[src/rtl/row_sum_accumulator.sv]
// Row-sum stage: masks and reduces per-lane products, accumulates beats into row
// sums and queues {sum, row index} in a first-word-fall-through FIFO.
module row_sum_accumulator #(
  parameter int NUM_CHANNELS = 4,
  parameter int FIFO_DEPTH   = 8
) (
  input  logic                         clk,
  input  logic                         rst_l,
  input  logic                         clear,
  input  logic [NUM_CHANNELS-1:0][31:0] multiplied_values,
  input  logic [NUM_CHANNELS-1:0]      lane_mask,
  input  logic                         row_last,
  input  logic                         rdy_in,
  output logic                         stall,
  output logic [31:0]                  row_sum,
  output logic [31:0]                  row_index,
  output logic                         sum_valid,
  input  logic                         sum_ready,
  output logic                         overflow
);

  localparam int PW = $clog2(FIFO_DEPTH);
  localparam int CW = PW + 1;

  logic [31:0]   lane_sum_s;
  logic [31:0]   s1_sum_r;
  logic          s1_last_r;
  logic          s1_valid_r;
  logic [31:0]   acc_r;
  logic [31:0]   row_cnt_r;
  logic          push_valid_r;
  logic [31:0]   push_sum_r;
  logic [31:0]   push_idx_r;
  logic [31:0]   mem_sum [FIFO_DEPTH];
  logic [31:0]   mem_idx [FIFO_DEPTH];
  logic [PW-1:0] wr_ptr_r;
  logic [PW-1:0] rd_ptr_r;
  logic [CW-1:0] count_r;
  logic          pop_s;
  logic          full_s;
  logic          accept_s;
  logic          drop_s;
  logic [PW-1:0] next_rd_s;
  logic [CW-1:0] count_next_s;
  logic          stall_next_s;
  logic          bypass_s;
  logic [31:0]   head_sum_s;
  logic [31:0]   head_idx_s;

  // Masked lane reduction; all sums wrap modulo 2^32.
  always_comb begin
    lane_sum_s = 32'd0;
    for (int k = 0; k < NUM_CHANNELS; k++) begin
      if (lane_mask[k]) begin
        lane_sum_s = lane_sum_s + multiplied_values[k];
      end else begin
        lane_sum_s = lane_sum_s;
      end
    end
  end

  // S1: register the reduced beat and its row_last tag.
  always_ff @(posedge clk or negedge rst_l) begin
    if (!rst_l) begin
      s1_valid_r <= 1'b0;
      s1_last_r  <= 1'b0;
      s1_sum_r   <= 32'd0;
    end else if (clear) begin
      s1_valid_r <= 1'b0;
      s1_last_r  <= 1'b0;
      s1_sum_r   <= 32'd0;
    end else begin
      s1_valid_r <= rdy_in;
      if (rdy_in) begin
        s1_last_r <= row_last;
        s1_sum_r  <= lane_sum_s;
      end
    end
  end

  // S2: accumulate, or close the row into the push register; the row counter
  // advances even if the FIFO later drops the result.
  always_ff @(posedge clk or negedge rst_l) begin
    if (!rst_l) begin
      acc_r        <= 32'd0;
      row_cnt_r    <= 32'd0;
      push_valid_r <= 1'b0;
      push_sum_r   <= 32'd0;
      push_idx_r   <= 32'd0;
    end else if (clear) begin
      acc_r        <= 32'd0;
      row_cnt_r    <= 32'd0;
      push_valid_r <= 1'b0;
      push_sum_r   <= 32'd0;
      push_idx_r   <= 32'd0;
    end else begin
      push_valid_r <= s1_valid_r && s1_last_r;
      if (s1_valid_r) begin
        if (s1_last_r) begin
          push_sum_r <= acc_r + s1_sum_r;
          push_idx_r <= row_cnt_r;
          acc_r      <= 32'd0;
          row_cnt_r  <= row_cnt_r + 32'd1;
        end else begin
          acc_r <= acc_r + s1_sum_r;
        end
      end
    end
  end

  assign pop_s     = sum_valid && sum_ready;
  assign full_s    = (count_r == CW'(FIFO_DEPTH));
  assign accept_s  = push_valid_r && (!full_s || pop_s) && !clear;
  assign drop_s    = push_valid_r && full_s && !pop_s;
  assign next_rd_s = pop_s ? (rd_ptr_r + PW'(1)) : rd_ptr_r;
  // A push landing exactly on the next head slot must bypass the memory read.
  assign bypass_s  = accept_s && (wr_ptr_r == next_rd_s);

  // Next occupancy, stall and head contents for the registered outputs.
  always_comb begin
    case ({accept_s, pop_s})
      2'b10:   count_next_s = count_r + CW'(1);
      2'b01:   count_next_s = count_r - CW'(1);
      default: count_next_s = count_r;
    endcase
    stall_next_s = ((CW'(FIFO_DEPTH) - count_next_s) <= CW'(2));
    if (bypass_s) begin
      head_sum_s = push_sum_r;
      head_idx_s = push_idx_r;
    end else begin
      head_sum_s = mem_sum[next_rd_s];
      head_idx_s = mem_idx[next_rd_s];
    end
  end

  // FIFO storage write port.
  always_ff @(posedge clk) begin
    if (accept_s) begin
      mem_sum[wr_ptr_r] <= push_sum_r;
      mem_idx[wr_ptr_r] <= push_idx_r;
    end
  end

  // FIFO pointers, occupancy and registered outputs.
  always_ff @(posedge clk or negedge rst_l) begin
    if (!rst_l) begin
      wr_ptr_r  <= '0;
      rd_ptr_r  <= '0;
      count_r   <= '0;
      sum_valid <= 1'b0;
      stall     <= 1'b0;
      overflow  <= 1'b0;
      row_sum   <= 32'd0;
      row_index <= 32'd0;
    end else if (clear) begin
      wr_ptr_r  <= '0;
      rd_ptr_r  <= '0;
      count_r   <= '0;
      sum_valid <= 1'b0;
      stall     <= 1'b0;
      overflow  <= 1'b0;
      row_sum   <= 32'd0;
      row_index <= 32'd0;
    end else begin
      if (accept_s) begin
        wr_ptr_r <= wr_ptr_r + PW'(1);
      end
      rd_ptr_r  <= next_rd_s;
      count_r   <= count_next_s;
      sum_valid <= (count_next_s != CW'(0));
      stall     <= stall_next_s;
      row_sum   <= head_sum_s;
      row_index <= head_idx_s;
      if (drop_s) begin
        overflow <= 1'b1;
      end
    end
  end

endmodule
[config.mk]
export PLATFORM = sky130hd
export DESIGN_NAME = row_sum_accumulator
export DESIGN_NICKNAME = d
export VERILOG_FILES = /design/src/rtl/row_sum_accumulator.sv
export SDC_FILE = /design/constraint.sdc
export NUM_CORES = 1
export LEC_CHECK = 0
export ABC_CLOCK_PERIOD_IN_PS = 12500
export CAP_MARGIN = 20
export CORE_UTILIZATION = 65
export DETAILED_ROUTE_END_ITERATION = 12
export HOLD_SLACK_MARGIN = 0.15
export MAX_ROUTING_LAYER = met4
export PLACE_DENSITY_LB_ADDON = 0.08
export SYNTH_ARGS = -nofsm -noshare
export SYNTH_HDL_FRONTEND = slang
export SYNTH_SLANG_ARGS = --single-unit
[constraint.sdc]
create_clock -name clk -period 12.5 [get_ports clk]
set_input_delay 2.5 -clock clk [delete_from_list [all_inputs] [get_ports clk]]
set_output_delay 2.5 -clock clk [all_outputs]
set_load 0.005 [all_outputs]
==> results by group <==
Cells and area
  – Fillers: 3344
  – Non-filler instance count after layout: 3785
  – Syn-to-layout area delta: 15.1%
  – Layout Nets: 3242
  – Design area: 41900 um^2
  – Ratio of cells with drive above 1 in the final layout: 11.4%

Timing
  – Post-route worst setup slack: 2.24 ns
  – Tmin final: 10.26 ns
  – Setup violations, final: 0
  – Highest clock rate: 97.5 MHz
  – Worst-Margin Slew: 1.16 ns
  – Worst Skew: 0.0247 ns
  – Setup TNS: 0 ns
  – Unrepaired setup endpoints after global routing: false
  – Slew margin rel.: 22.5%
  – Fin crit share: 82.1%
  – Fin. Hold Viols: 0
  – Final max-slew violation count: 0

CTS
  – # clock sinks: 752
  – Clock transition at the registers of the reported paths: 0.06 ns
  – # resized after CTS: 0
  – H-tree depth: 3
  – Post-CTS Setup Repair Bufs: 0
  – Cts hold-fix bufs: 0
  – Clk root buf: clkbuf_16
  – CTS tree: built
  – Maximum clock insertion buffer count: 3
  – CTS buffer count: 75
  – Clock Latency Late Sink: 0.62 ns

Global routing
  – GR Overflow Total: 0
  – Largest net degree at the start of global routing: 129
  – First-pass GRT wire length: 135000 um
  – Initial antenna violation count: 4
  – Total track usage: 31.7%
  – Vias in the first global route: 24500

Synth
  – FFs w/ async S/R, synth: 31.9%
  – Most numerous cell in the Yosys netlist: edfxtp_1
  – Synth area leader: edfxtp_1
  – Synth area leaders: edfxtp_1 (42%), dfrtp_1 (17%), mux4_2 (7.9%), ha_1 (4.4%), a21oi_1 (2.6%)
  – Post-synth top area share: 42.2%
  – Post-Syn Instances: 2790
  – Post-synthesis cell area: 36400 um^2
  – Most used DFF post-synth: edfxtp_1
  – Post-Syn Area per Cell: 13.0 um^2
  – Sequential share of the synthesized area: 58.7%
  – Post-synth EDFFs: 512
  – Syn. warnings: 0
  – Most common library cells after synthesis: edfxtp_1 (512), nand2_1 (248), dfrtp_1 (240)
  – Yosys cell types: 85
  – Syn_nets: 3062
  – Yosys reg bits: 752

Power
  – Total power: 5930 uW
  – Worst vdd ir: 0.119 mV
  – Pwr/cell area: 142 nW/um^2
  – Pleak: 0.0169 uW

Critical path
  – Max FO, Critical Path: 42
  – Worst Path Required: 12.97 ns
  – Crit path launch type: primary input
  – Slowest-stage cell, CP: o41ai_1
  – CP bufs+invs: 3
  – Setup Crit Path Kind: primary input to flop
  – CP Capture Type: flop
  – CP peak stage delay: 0.55 ns
  – Top delay family on crit path: compound AO/OA/AOI/OAI gates
  – Critical path arrival: 10.73 ns

Route
  – First DRT Iteration DRCs: 1991
  – Vias: 24000
  – Post-route ant nets: 0
  – DR pass1 iterations: 5
  – Via/cell ratio: 6.35
  – Final WL: 86200 um
  – Wire length per cell: 22.8 um
  – Drt drc: 0

Die
  – Die area: 56900 um^2
  – Initial cell density of the core: 65.9%
  – Row cnt: 86
  – Die Ht: 239 um
  – Die Wd: 239 um
  – Total core area: 55200 um^2
  – I/O pins: 205

Min path
  – Worst Hold Class: flop to flop

Place
  – RePlAce Congestion: 0.911
  – Place WS: 1.70 ns
  – Placed standard-cell area: 39200 um^2
  – Port Buffers: 204
  – Placed insts: 3640
  – Post-DP HPWL: 52500 um

Run
  – Max_cap viols: 0

Outcome
  – Outcome: completed
==> flip-flops by register name, summed over array words and instances, names as in the netlist <==
register      count
mem_idx         256
mem_sum         256
acc_r            32
push_idx_r       32
push_sum_r       32
row_cnt_r        32
row_index        32
row_sum          32
s1_sum_r         32
count_r           4
rd_ptr_r          3
wr_ptr_r          3
overflow          1
push_valid_r      1
s1_last_r         1
s1_valid_r        1
stall             1
sum_valid         1
==> worst reg2reg max path, cell delays in order (launching register included) <==
cell and delay, ns:
dfrtp_1 0.40, ha_1 0.43, o21ai_0 0.15, a2111o_1 0.44, nor3_1 0.19, a21oi_1 0.09, a21boi_1 0.25, nand4_1 0.17
a31o_2 0.30, o21a_1 0.19, a311oi_1 0.52, nor2_1 0.14, a211oi_1 0.31
==> final timing paths <==
check                                  start              to  slack [ns]  cells after the start
worst max register to register     acc_r[16]  push_sum_r[31]        8.80                     12
min in group asynchronous              rst_l    row_index[5]        1.94                      1
worst min-delay path               acc_r[26]       acc_r[26]        0.49                      2
max in group asynchronous              rst_l        acc_r[0]        8.20                      3
worst max-delay path            lane_mask[0]    s1_sum_r[30]        2.24                     36
worst min register to register     acc_r[26]       acc_r[26]        0.49                      2
==> per-layer routing <==
layer | up-vias | wire length [um] | GRT usage [%]
li1 | 10900 | - | -
met1 | 12000 | 34800 | 40.2
met2 | 949 | 43900 | 53.4
met3 | 163 | 5390 | 4.11
met4 | 0 | 2030 | 9.79
met5 | - | 0 | -
==> cells in the final DEF (no fill, tap or decap), types with 27 or more instances in the layout <==
| master | synthesis | layout |
|---|---|---|
| a21oi_1 | 190 | 190 |
| nor3_1 | 38 | 34 |
| a22o_1 | 27 | 27 |
| xnor2_1 | 78 | 78 |
| ha_1 | 129 | 129 |
| nand3_1 | 36 | 36 |
| nand2_1 | 248 | 247 |
| o21ai_0 | 81 | 81 |
| a21o_1 | 68 | 68 |
| inv_1 | 66 | 66 |
| clkbuf_16 | 0 | 78 |
| a211oi_1 | 98 | 98 |
| xor2_1 | 56 | 54 |
| buf_4 | 0 | 34 |
| clkdlybuf4s50_1 | 0 | 199 |
| edfxtp_1 | 512 | 512 |
| nor2_1 | 228 | 224 |
| dfrtp_1 | 240 | 240 |
| mux4_2 | 128 | 128 |
| mux2i_1 | 86 | 85 |
==> cell type report <==
cell class	count	area, um^2	area share [%]
flip-flops and latches	752	21400	51.0
well taps	748	936	2.23
clock buffers	109	2200	5.25
inverters	67	251	0.600
multi-input cells	1834	14300	34.2
repair buffers	240	2330	5.56
clock inverters	31	450	1.08
diodes	4	10.0	0.0239
==> kinds of logic (layout without fill, tap and decap cells) <==
| logic type | after synthesis | count (layout) | share of synthesized area (%) |
|---|---|---|---|
| fa+ha+maj | 135 | 135 | 4.74 |
| flops | 752 | 752 | 58.7 |
| mux | 236 | 236 | 11.0 |
| buf+inv | 204 | 447 | 2.12 |
| other cells | 0 | 4 | 0 |
| xor+xnor | 135 | 135 | 3.29 |
| compound gates | 631 | 631 | 11.6 |
| simple gates | 697 | 697 | 8.57 |
==> stage by stage <==
step           util, %  hold slack, ns
6_report          75.9           0.490
5_1_grt           75.9           0.511
4_1_cts           75.9           0.496
3_5_place_dp      71.1           0.483
3_3_place_gp      71.1           0.475
2_1_floorplan        -           0.454
==> power breakdown <==
group          total [uW]  switching, uW  internal (uW)
clock network        2380            940           1440
registers            2700           26.3           2670
logic                 857            476            381
Power figures use the tool's default switching activity.
